$ cat config.mk
export PLATFORM = sky130hd
export DESIGN_NAME = timing_fsm
export DESIGN_NICKNAME = d
export VERILOG_FILES = /design/src/rtl/timing_fsm.sv
export SDC_FILE = /design/constraint.sdc
export NUM_CORES = 1
export LEC_CHECK = 0
export ABC_AREA = 1
export ABC_CLOCK_PERIOD_IN_PS = 2900
export CORE_MARGIN = 5
export CORE_UTILIZATION = 35
export DETAILED_ROUTE_END_ITERATION = 8
export MAX_ROUTING_LAYER = met4
export PLACE_DENSITY = 0.6
export SYNTH_ARGS = -nofsm -noshare
export SYNTH_HDL_FRONTEND = slang
export SYNTH_SLANG_ARGS = --single-unit
$ cat constraint.sdc
create_clock -name clk -period 2.9 [get_ports clk]
set_input_delay 0.725 -clock clk [delete_from_list [all_inputs] [get_ports clk]]
set_output_delay 0.725 -clock clk [all_outputs]
set_load 0.01 [all_outputs]
$ cat src/rtl/timing_fsm.sv
// rtl/timing_fsm.sv - per-bank DRAM protocol state and timing tracker
module timing_fsm #(
    parameter int BGWIDTH = 2,
    parameter int BAWIDTH = 2,
    parameter int BL      = 8,
    parameter int T_RCD   = 15,
    parameter int T_RP    = 15,
    parameter int T_RFC   = 34,
    parameter int T_MRR   = 2,
    parameter int T_MRW   = 10
) (
    input  logic                                  clk,
    input  logic                                  reset_n,
    input  logic [(BGWIDTH > 0 ? BGWIDTH : 1)-1:0] bg,
    input  logic [BAWIDTH-1:0]                    ba,
    input  logic                                  ACT,
    input  logic                                  BST,
    input  logic                                  CFG,
    input  logic                                  CKEH,
    input  logic                                  CKEL,
    input  logic                                  DPD,
    input  logic                                  DPDX,
    input  logic                                  MRR,
    input  logic                                  MRW,
    input  logic                                  PD,
    input  logic                                  PDX,
    input  logic                                  PR,
    input  logic                                  PRA,
    input  logic                                  RD,
    input  logic                                  RDA,
    input  logic                                  REF,
    input  logic                                  SRF,
    input  logic                                  WR,
    input  logic                                  WRA,
    output logic [2**BGWIDTH-1:0][2**BAWIDTH-1:0][4:0] BankFSM
);
    localparam int BGW  = (BGWIDTH > 0) ? BGWIDTH : 1;
    localparam int BPG  = 2**BAWIDTH;
    localparam int NB   = (2**BGWIDTH) * BPG;
    localparam int TBUR = BL / 2;
    localparam int M1   = (T_RCD > T_RP) ? T_RCD : T_RP;
    localparam int M2   = (T_RFC > T_MRW) ? T_RFC : T_MRW;
    localparam int M3   = (T_MRR > TBUR) ? T_MRR : TBUR;
    localparam int M12  = (M1 > M2) ? M1 : M2;
    localparam int TMAX = (M12 > M3) ? M12 : M3;
    localparam int CW   = $clog2(TMAX + 1);

    localparam logic [CW-1:0] LD_RCD = CW'(T_RCD - 1);
    localparam logic [CW-1:0] LD_RP  = CW'(T_RP - 1);
    localparam logic [CW-1:0] LD_RFC = CW'(T_RFC - 1);
    localparam logic [CW-1:0] LD_MRR = CW'(T_MRR - 1);
    localparam logic [CW-1:0] LD_MRW = CW'(T_MRW - 1);
    localparam logic [CW-1:0] LD_BUR = CW'(TBUR - 1);

    typedef enum logic [4:0] {
        S_IDLE         = 5'd0,
        S_ACTIVATING   = 5'd1,
        S_BANK_ACTIVE  = 5'd2,
        S_READING      = 5'd3,
        S_READING_APR  = 5'd4,
        S_WRITING      = 5'd5,
        S_WRITING_APR  = 5'd6,
        S_PRECHARGING  = 5'd7,
        S_REFRESHING   = 5'd8,
        S_ACTIVE_PD    = 5'd9,
        S_IDLE_PD      = 5'd10,
        S_SELF_REFRESH = 5'd11,
        S_DEEP_PD      = 5'd12,
        S_MR_READING   = 5'd13,
        S_MR_WRITING   = 5'd14
    } bank_state_e;

    bank_state_e   state_q [NB];
    bank_state_e   state_d [NB];
    logic [CW-1:0] cnt_q   [NB];
    logic [CW-1:0] cnt_d   [NB];
    logic          sel     [NB];

    logic unused_cfg;
    assign unused_cfg = CFG;

    always_comb begin
        for (int b = 0; b < NB; b++) begin
            sel[b] = (ba == BAWIDTH'(b % BPG)) &&
                     ((BGWIDTH == 0) || (bg == BGW'(b / BPG)));
        end
    end

    // Within each state, commands are tested in global priority order, so the
    // first legal match is the highest-priority legal command.
    always_comb begin
        for (int b = 0; b < NB; b++) begin
            state_d[b] = state_q[b];
            cnt_d[b]   = cnt_q[b] - 1'b1;
            case (state_q[b])
                S_IDLE: begin
                    cnt_d[b] = cnt_q[b];
                    if (REF) begin
                        state_d[b] = S_REFRESHING;   cnt_d[b] = LD_RFC;
                    end else if (ACT && sel[b]) begin
                        state_d[b] = S_ACTIVATING;   cnt_d[b] = LD_RCD;
                    end else if (MRR && sel[b]) begin
                        state_d[b] = S_MR_READING;   cnt_d[b] = LD_MRR;
                    end else if (MRW && sel[b]) begin
                        state_d[b] = S_MR_WRITING;   cnt_d[b] = LD_MRW;
                    end else if (SRF) begin
                        state_d[b] = S_SELF_REFRESH;
                    end else if (DPD) begin
                        state_d[b] = S_DEEP_PD;
                    end else if (PD || CKEL) begin
                        state_d[b] = S_IDLE_PD;
                    end
                end
                S_ACTIVATING: if (cnt_q[b] == '0) state_d[b] = S_BANK_ACTIVE;
                S_BANK_ACTIVE: begin
                    cnt_d[b] = cnt_q[b];
                    if (PRA || (PR && sel[b])) begin
                        state_d[b] = S_PRECHARGING;  cnt_d[b] = LD_RP;
                    end else if (ACT && sel[b]) begin
                        state_d[b] = S_ACTIVATING;   cnt_d[b] = LD_RCD;
                    end else if (RDA && sel[b]) begin
                        state_d[b] = S_READING_APR;  cnt_d[b] = LD_BUR;
                    end else if (RD && sel[b]) begin
                        state_d[b] = S_READING;      cnt_d[b] = LD_BUR;
                    end else if (WRA && sel[b]) begin
                        state_d[b] = S_WRITING_APR;  cnt_d[b] = LD_BUR;
                    end else if (WR && sel[b]) begin
                        state_d[b] = S_WRITING;      cnt_d[b] = LD_BUR;
                    end else if (PD || CKEL) begin
                        state_d[b] = S_ACTIVE_PD;
                    end
                end
                S_READING, S_WRITING: begin
                    if (RD && sel[b]) begin
                        state_d[b] = S_READING;      cnt_d[b] = LD_BUR;
                    end else if (WR && sel[b]) begin
                        state_d[b] = S_WRITING;      cnt_d[b] = LD_BUR;
                    end else if (BST && sel[b]) begin
                        state_d[b] = S_BANK_ACTIVE;  cnt_d[b] = cnt_q[b];
                    end else if (cnt_q[b] == '0) begin
                        state_d[b] = S_BANK_ACTIVE;
                    end
                end
                S_READING_APR, S_WRITING_APR: begin
                    if (cnt_q[b] == '0) begin
                        state_d[b] = S_PRECHARGING;  cnt_d[b] = LD_RP;
                    end
                end
                S_PRECHARGING, S_REFRESHING, S_MR_READING, S_MR_WRITING:
                    if (cnt_q[b] == '0) state_d[b] = S_IDLE;
                S_ACTIVE_PD: begin
                    cnt_d[b] = cnt_q[b];
                    if (PDX || CKEH) state_d[b] = S_BANK_ACTIVE;
                end
                S_IDLE_PD: begin
                    cnt_d[b] = cnt_q[b];
                    if (PDX || CKEH) state_d[b] = S_IDLE;
                end
                S_SELF_REFRESH: begin
                    cnt_d[b] = cnt_q[b];
                    if (CKEH) state_d[b] = S_IDLE;
                end
                S_DEEP_PD: begin
                    cnt_d[b] = cnt_q[b];
                    if (DPDX) state_d[b] = S_IDLE;
                end
                default: begin
                    state_d[b] = S_IDLE;
                    cnt_d[b]   = '0;
                end
            endcase
        end
    end

    always_ff @(posedge clk) begin
        for (int b = 0; b < NB; b++) begin
            if (reset_n) begin
                state_q[b] <= S_IDLE;
                cnt_q[b]   <= '0;
            end else begin
                state_q[b] <= state_d[b];
                cnt_q[b]   <= cnt_d[b];
            end
        end
    end

    for (genvar g = 0; g < 2**BGWIDTH; g++) begin : g_grp
        for (genvar a = 0; a < BPG; a++) begin : g_bank
            assign BankFSM[g][a] = state_q[g*BPG + a];
        end
    end
endmodule

After elaboration in Yosys (flattened, before gate mapping)
Memories as Yosys holds them, arrays and structs flattened.
Index checks and enable logic that the tools add are counted.
{ "classes": {"add_sub_neg": 16, "n_mul": 0, "div": 0, "order_cmp": 0, "n_eq_ne": 230, "shifts": 0, "muxes": 675, "bitwise_logic": 32, "reduce_logical": 292} }
{ "op_table": {"columns": ["cell", "n"], "rows": [
  ["5-bit 2-to-1 mux", 400],
  ["6-bit 2-to-1 mux", 240],
  ["5-bit one-hot mux with 10 select lines", 16],
  ["6-bit one-hot mux with 6 select lines", 16],
  ["5-bit by 4-bit equality test with 1-bit output (second input constant)", 112],
  ["5-bit by 3-bit equality test with 1-bit output (second input constant)", 64],
  ["5-bit by 2-bit equality test with 1-bit output (second input constant)", 32],
  ["1-bit logical AND", 160],
  ["4-bit OR reduction", 32],
  ["6-bit zero test", 16],
  ["6-bit by 1-bit subtractor with 6-bit output (second input constant)", 16],
  ["5-bit by 1-bit equality test with 1-bit output (second input constant)", 16],
  ["5-bit zero test", 16],
  ["5-bit OR reduction", 16],
  ["2-bit OR reduction", 32],
  ["1-bit OR", 32],
  ["1-bit logical OR", 18],
  ["2-bit equality test (second input constant)", 4],
  ["2-bit by 1-bit equality test with 1-bit output (second input constant)", 2],
  ["2-bit zero test", 2],
  ["1-bit 2-to-1 mux", 3]
]} }
{ "totals": {"register_bits": 0, "latch_bits": 0, "ram_bits": 176, "romBits": 0, "in_bits": 25, "output_inout_bits": 80, "elab_cells": 1247, "mem_count": 2} }
{ "memory_table": {"columns": ["memory", "depth", "word_bits", "rd", "rd_ports_with_merged_regs", "write_ports", "line_no", "rtl"], "rows": [
  ["cnt_q", 16, 6, 16, 0, 16, "75", "logic [CW-1:0] cnt_q [NB];"],
  ["state_q", 16, 5, 16, 0, 16, "73", "bank_state_e state_q [NB];"]
]} }

Depth between registers and ports, before layout
Gate-level depths: netlist of run 1.
{ "depth": {"word_depth": 11, "depth_mapped": 14} }

Worst setup path after synthesis of run 1
OpenSTA, ideal clock, no wires.
{ "synth_timing": {"path_kind": "in2reg", "startpoint": "in ba[0]", "endpoint": "mem cnt_q[0][12] (netlist bit)", "arrival_ns": 2.118, "path_slack_ns": 0.650, "cell_stages": 10, "path_buffers": 0, "path_cell_list": "inv_1 > nand2_1 > nor2_2 > o21ai_0 > nand3b_1 > nand3_1 > nor2_1 > inv_1 > nand2_1 > a21oi_1"} }
{ "synth_rtl": {"columns": ["item", "line_no", "rtl"], "rows": [
  ["start, declared", "15", "input logic [BAWIDTH-1:0] ba,"],
  ["end, declared", "75", null]
]} }

==> run summary, run 1 <==
The count of buffers added on input and output ports is 103. The element type at the critical path start is a primary input. In this run the static leakage power is 0.01195 uW. The cell sitting at the root of the clock tree is a clkbuf_16. The run gives 2 as the maximum buffer depth of the clock tree. After synthesis the cells add up to 18120 sq um. The min-delay analysis places its worst path in the category reg2reg. The number of global-route vias before repair came out at 21230. In the layout the commonest cells are nand2_1 (1262), nor2_1 (458), inv_1 (424). The critical path is of the in2reg type. The max-slew headroom at the worst pin was 0.3776. The tools report the maximum VDD drop as 0.0005365 V.

For the worst setup path, the data arrival time is 3.03 ns. The tools report the number of endpoints with negative hold slack in the final report as 0. Total power for the finished layout comes to 16510 uW. Global routing finished with a remaining overflow of 0.

The final cell area excluding filler cells was 22780 sq um; the total global-route track usage was 0.2485. The worst path in the final design needs a cycle of 2.658 ns, including I/O delays and setup. The library cell used most frequently in the layout, excluding fill and tap cells, is nand2_1. The half-perimeter wire length after detailed placement was 52.72 mm; the number of endpoints failing setup at the final stage was 0. The final RePlAce weighted congestion came out at 1.004.

The logs give 0 for the number of gates resized after cts and 3.27 ns for the required arrival time at the worst endpoint. The initialized floorplan defines 83 standard-cell rows. The number of detailed-routing iterations run before antenna repair is 6, and the maximum number of pins on one net before global-route repair is 122. Detailed routing inserted a total of 23280 vias.

The detail route stage leaves a number of antenna-violating nets equal to 0. In this run the worst path has a maximum fanout of 5. For the sequential element share of the synthesized area, the log shows 0.1944. Post-CTS timing repair inserted 0 buffers for setup.

The logs give 0.51 ns for the later-pin clock latency in the skew report and 105 for the I/O pin count. Average cell area after synthesis: 5.160 sq um. The ratio of cells with drive above 1 in the final layout works out to 0.09159. The final critical-path share of the clock period is 0.9166, and the starting density of the core is 0.3532. The count of state elements after synthesis is 176.

Max-cap violations in this run came to 0. The area used by multi-input combinational logic was 12740 sq um. Setup repair after global routing left no endpoint under its margin.

For this run, the top clock speed supported by timing is 0.3762 GHz. Dividing total power by cell area gives a power density of 724.9 nW/um^2. The final standard cell utilization of the core is 0.4440. The final worst clock skew is 0.01265 ns. The run finished with clean final reports. TritonCTS built the clock tree. The core outline area is 51300 sq um, and the hold-fix buffer count after cts is 0.

The logs give 2490 for the violation count after the first detailed-route iteration and 0 for the synthesis warning total. Dividing the detail-routed via count by the number of cells gives 5.096. The layout overhead on the synthesized area came out at 25.71%.

The number of antenna violations at the first check in global routing is 1, and the transition time at the pin with the least slew margin is 0.9302 ns. The width of the chip came out at 237.5 um. The count of fill cells added during filler insertion was 5688; the total area of sequential cells was 3523 sq um. After synthesis, the netlist uses 40 different library cells. The run gives 69.71 mm as the wire length reported by the detailed router.

At the end of the flow, the number of nets in the layout was 3918. The cell count after synthesis came out at 3512. The routed wirelength normalized by instance count was 15.26 um. The number of remaining DRC errors was 0; the number of buffers inserted during clock tree synthesis was 17. For the total number of H-tree levels, the log shows 4.

The floorplan step defined a die boundary enclosing 56430 sq um. The first-pass GRT wire length is 111.2 mm, and the number of pins with negative max-slew slack in the final report is 0. Clock tree synthesis found a total of 176 sinks. STA classifies the critical path endpoint as a flop.

The floorplan die height is 237.5 um. After clock tree synthesis, the clock-pin slew on the worst setup and hold paths is 0.07 ns. The instance area after placement is 22180 sq um.
[where the power goes]
group	switching [uW]	internal (uW)	leakage (uW)	total (uW)
Combinational	6230	3760	0.0102	9980
Clock	1260	1230	0.000286	2490
Sequential	882	3160	0.00144	4040
[through the flow]
stage / hold WS [ns] / setup slack (ns) / setup TNS [ns] / instances
2_1_floorplan: 0.4402 / 0.6497 / 0 / 3527
5_1_grt: 0.4846 / 0.03226 / 0 / 4568
4_1_cts: 0.4661 / 0.3414 / 0 / 4567
6_report: 0.4637 / 0.2418 / 0 / 4568
3_3_place_gp: 0.4511 / -0.2349 / -13.52 / 4535
3_5_place_dp: 0.4532 / -0.1996 / -14.32 / 4535
[path summary, 6_finish.rpt]
kind	from	end	slack [ns]	depth (start not counted)
setup / recovery	bg[0]	cnt_q[1][26]	0.24	12
hold / removal	cnt_q[1][42]	cnt_q[1][42]	0.46	2
hold reg to reg	cnt_q[1][42]	cnt_q[1][42]	0.46	2
setup reg to reg	state_q[0][16]	cnt_q[0][18]	0.77	10
[cells in the mapped netlist (all sizes together)]
| cell | instances | area share |
|---|---|---|
| or2 | 4 | 0.0014 |
| nand3b | 18 | 0.0081 |
| conb | 1 | 0.00021 |
| clkinv | 4 | 0.00083 |
| o21a | 12 | 0.0050 |
| nand3 | 348 | 0.096 |
| o21bai | 6 | 0.0025 |
| dfxtp | 176 | 0.19 |
| o2111ai | 3 | 0.0015 |
| xnor2 | 6 | 0.0029 |
| a31oi | 7 | 0.0024 |
| o21ai | 219 | 0.060 |
| ha | 19 | 0.013 |
| a21oi | 230 | 0.064 |
| buf | 19 | 0.0050 |
| a21boi | 3 | 0.0012 |
| and2 | 5 | 0.0017 |
| nor3b | 2 | 0.00083 |
| nand4 | 91 | 0.031 |
| clkbuf | 57 | 0.012 |
| o211ai | 11 | 0.0046 |
| xor2 | 45 | 0.022 |
| inv | 425 | 0.088 |
| nor3 | 60 | 0.017 |
| and3 | 3 | 0.0010 |
| o31ai | 4 | 0.0017 |
| nor2 | 467 | 0.098 |
| a211oi | 1 | 0.00041 |
| o211a | 1 | 0.00055 |
| o22ai | 1 | 0.00035 |
| nand2 | 1264 | 0.26 |
[per-layer routing]
layer | vias to the layer above | global-route usage | share of wire
li1 | 12000 | - | -
met1 | 10410 | 0.3360 | 0.47
met2 | 754 | 0.3809 | 0.43
met3 | 114 | 0.04258 | 0.074
met5 | - | - | 0
met4 | 0 | 0.07556 | 0.027
[worst max-delay path: stages]
cell and delay (ns):
clkdlybuf4s50_1 0.70, nand2_1 0.24, inv_1 0.20, nand2_1 0.15, buf_4 0.17, nor2_1 0.12
nor2_1 0.10, nand3_1 0.10, nand2_1 0.05, nand3b_1 0.29, nand2_1 0.11, a21oi_1 0.06
[registers in the layout (all words and copies together), names as in the netlist]
signal / flops
state_q: 80
cnt_q: 96
[cell families (layout without fill, tap and decap cells)]
group / Yosys count / count (layout) / synth area share
adders and majority gates: 19 / 19 / 0.01312
buffers and inverters: 505 / 865 / 0.1057
and+or+nand+nor: 2262 / 2262 / 0.5176
xor gates and xnor gates: 51 / 51 / 0.02465
AOI/OAI and AO/OA: 498 / 498 / 0.1443
other: 1 / 17 / 0.0002069
DFF: 176 / 176 / 0.1944
[cell type report]
cell class / instances / area share
antenna: 1 / 0.0001099
clock buffer: 17 / 0.01868
clock inverter: 15 / 0.007360
inverter: 429 / 0.07069
multi-input combinational: 2846 / 0.5592
sequential: 176 / 0.1547
tap: 680 / 0.03735
timing repair buffer: 404 / 0.1519
Power figures use the tool's default switching activity.
==> run 2: changes to the inputs <==
Settings changed: CORE_MARGIN 5 to default.
==> run 2 against run 1 <==
  * First-iteration DRC count fell by 15%
  * Design area fell by 0.43%
  * Highest routed layer unchanged
  * Critical path depth rose by 2
  * Hold slack improved by 0.0029 ns
  * Final cell count fell by 0.24%
  * Count of clock-buffer cells in the layout rose by 1
  * Global-route usage rose by 2.3 points
==> run summary, run 2 (synthesized netlist as in run 1, its figures left out) <==
The ratio of cells with drive above 1 in the final layout was 0.08924 (-0.002343); the starting density of the core was 0.3539 (+0.0007165). The tools report the count of standard-cell rows as 83 (unchanged). The instance area after placement was 22060 sq um (-0.56%). Critical-path maximum fanout: 11 (+6). The critical path starts at bg[0]. Walking the worst path, the cells encountered are clkdlybuf4s50_1 > inv_1 > nand2_1 > nor2_1 > buf_4 > nand2_1 > nand3_1 > nor2_1 > nand2_1 > nand2_1 > nor2_1 > nand2_1 > nand2_1 > nor2_1.

The cell type of the slowest stage on the worst timing path was clkdlybuf4s50_1. The post-layout instance count excluding filler cells is 4557 (-0.24%), and the reg-to-reg setup timing slack is 0.78 ns (about the same). The number of antenna violations at the first check in global routing is 1 (unchanged), and the overall power is 16590 uW (+0.49%).

The run finished with clean final reports. The worst reg2reg path endpoint was state_q[0][37]. The run gives 0 (unchanged) as the max-cap check violation count. The run gives 0.01190 uW (-0.43%) as the static leakage power. For the wire length on met2, the log shows 30.56 mm (+1.2%). The number of buffer cells added on primary ports was 103 (unchanged).

The final critical-path share of the clock period was 0.9011 (-0.01550); the layout overhead on the synthesized area was 25.16%. For the wire length reported by the detailed router, the log shows 69.75 mm (about the same). The largest registers in the layout are cnt_q (96), state_q (80). The post-detailed-route via-to-cell ratio works out to 5.128 (+0.63%). Critical path class: in2reg. The tools report the total global-route track usage as 0.2712 (+0.02277). The floorplan die height is 229.5 um (-3.4%). Root buffer selected by CTS: clkbuf_16. The class of the worst hold path is reg2reg.

The area enclosed by the die boundary was 52690 sq um (-6.6%). The tools report the violation count after the first detailed-route iteration as 2115 (-15%). The number of endpoints with negative hold slack in the final report was 0 (unchanged). Clock net sink count: 176 (unchanged). Required arrival time at the worst endpoint: 3.31 ns (+0.04 ns). The highest achievable clock rate is 0.3827 GHz (+1.7%), and the width of the chip is 229.5 um (-3.4%). The half-perimeter wire length after detailed placement came out at 52.24 mm (-0.91%). The total global routing overflow is 0 (unchanged).

The critical path buffer and inverter count was 3 (unchanged). The number of nets with antenna violations after routing is 0 (unchanged), and the pre-CTS setup slack is -0.2444 ns (-0.04473 ns). The clock-pin slew on the worst setup and hold paths came out at 0.08 ns (about the same). Broken down by cell family, the worst path's largest delay share belongs to simple AND/OR/NAND/NOR gates.

The run gives 0.9936 (-0.99%) as the final RePlAce weighted congestion. The run gives 31.95 mm (-1.7%) as the met1 wire length. Setup repair after global routing left no endpoint under its margin.

The maximum number of pins on one net before global-route repair is 122 (unchanged), and the later-pin clock latency in the skew report is 0.51 ns (about the same). The run gives 22680 sq um (-0.43%) as the final cell area excluding filler cells. The uppermost layer routed was met4. The number of nets in the finished design was 3908 (-0.26%); the number of remaining DRC errors was 0 (unchanged).

The setup slack after layout came out at 0.2867 ns (+0.04494 ns). The routed length on met3 is 5.387 mm (+5.1%), and the cell count of the worst reg-to-reg path is 11 (+1). The transition time at the pin with the least slew margin was 0.9670 ns (+0.03682 ns); the number of endpoints failing setup at the final stage was 0 (unchanged). STA classifies the critical path startpoint as a primary input. The number of flip-flops under the largest register name came out at 96 (unchanged).

Following the worst setup path forward leads to its endpoint at cnt_q[1][16]. The run gives 105 (unchanged) as the I/O pin count. The library cells used most frequently in the layout, excluding fill and tap cells, are nand2_1 (1262), nor2_1 (458), inv_1 (424).

The maximum buffer depth of the clock tree came out at 2 (unchanged). The tools report the total number of H-tree levels as 4 (unchanged). The sort of element at the end of the critical path was a flop.

The first-pass GRT wire length was 111.4 mm (+0.22%); the count of vias placed by the detailed router was 23370 (+0.39%). The core outline area was 51200 sq um (-0.20%). The tools report the number of buffers inserted during clock tree synthesis as 17 (unchanged). The most repeated library cell on the critical path was nand2_1. The number of gates resized after cts was 0 (unchanged); the total number of cells along the worst setup path was 14 (+2). The post-CTS setup buffer count was 0 (unchanged); the maximum VDD drop was 0.0005438 V (+1.4%).

The startpoint identified for the worst register-to-register timing path is state_q[0][35]. The tools report the max-slew headroom at the worst pin as 0.3529 (-0.02464). The worst stage delay on the critical path works out to 0.57 ns (-0.13 ns).

The power density relative to cell area came out at 731.6 nW/um^2 (+0.92%). Leaving out fill and tap cells, the most frequent cell in the layout is nand2_1. Data arrival time of the critical path: 3.02 ns (about the same). The hold-fix buffer count after cts was 0 (unchanged).

The final critical path time including I/O delays and setup is 2.613 ns (-0.04494 ns). The number of detailed-routing iterations run before antenna repair came out at 6 (unchanged). The count of placed standard cells including taps is 4525 (-0.22%). The run gives 0 (unchanged) as the number of pins with negative max-slew slack in the final report. The logs give 0 (-1) for the count of inserted antenna diode cells and 21320 (+0.42%) for the number of global-route vias before repair. More flip-flops sit in one register than any other, and that register is cnt_q. The final worst clock skew is 0.01319 ns (+0.0005419 ns), and the routed wirelength normalized by instance count is 15.31 um (+0.29%). TritonCTS built the clock tree.
run 2: changes by cell type in the layout (fill, tap and decap cells not counted):
cell / delta
clkbuf_8: +1
clkinv_4: +2
diode_2: -1
inv_6: -5
clkinv_2: +1
clkinvlp_4: +2
inv_8: -2
clkinv_8: -1
bufinv_16: +2
buf_4: -6
buf_12: -4
run 2: report_power, final:
group	internal [uW]	switching, uW
Clock	1390	1190
Combinational	3720	6240
Sequential	3160	888
Total	8270	8330
run 2: per-layer routing:
layer | GRT usage | vias up
met1 | 0.3579 | 10460
li1 | - | 11980
met3 | 0.04071 | 111
met5 | - | -
met2 | 0.4204 | 810
met4 | 0.09021 | 0
run 2: worst min path at each step:
stage / from / endpoint / slack (ns) / cells after the start
2_1_floorplan: cnt_q[0][40] / cnt_q[0][40] / 0.44 / 2
3_3_place_gp: cnt_q[0][6] / cnt_q[0][6] / 0.45 / 2
3_5_place_dp: cnt_q[0][18] / cnt_q[0][18] / 0.46 / 2
4_1_cts: cnt_q[1][41] / cnt_q[1][41] / 0.47 / 2
5_1_grt: cnt_q[0][41] / cnt_q[0][41] / 0.48 / 2
6_report: cnt_q[1][41] / cnt_q[1][41] / 0.47 / 2
run 2: worst reg2reg max path: stages (launching register included):
cell,delay (ns)
dfxtp_1,0.38
nor2_1,0.32
nand2_1,0.08
nor2_1,0.27
inv_1,0.12
nor2_1,0.16
nand2_1,0.11
nor2_1,0.22
inv_1,0.07
nand2_1,0.12
nand2_1,0.06
a21oi_1,0.13
run 2: cell type report:
class / count / area (sq um)
tap: 680 / 850.8
clock buffer: 18 / 439.2
multi-input combinational: 2846 / 12740
inverter: 429 / 1610
clock inverter: 14 / 182.7
timing repair buffer: 394 / 3336
fill: 5658 / 28520
sequential: 176 / 3523
run 2: metrics by stage:
stage	util	hold slack, ns	TNS (ns)
CTS	0.4430	0.4685	0
finish	0.4430	0.4667	0
global route	0.4430	0.4814	0
global placement	0.4309	0.4516	-8.887
floorplan	-	0.4402	0
detailed placement	0.4309	0.4575	-11.67
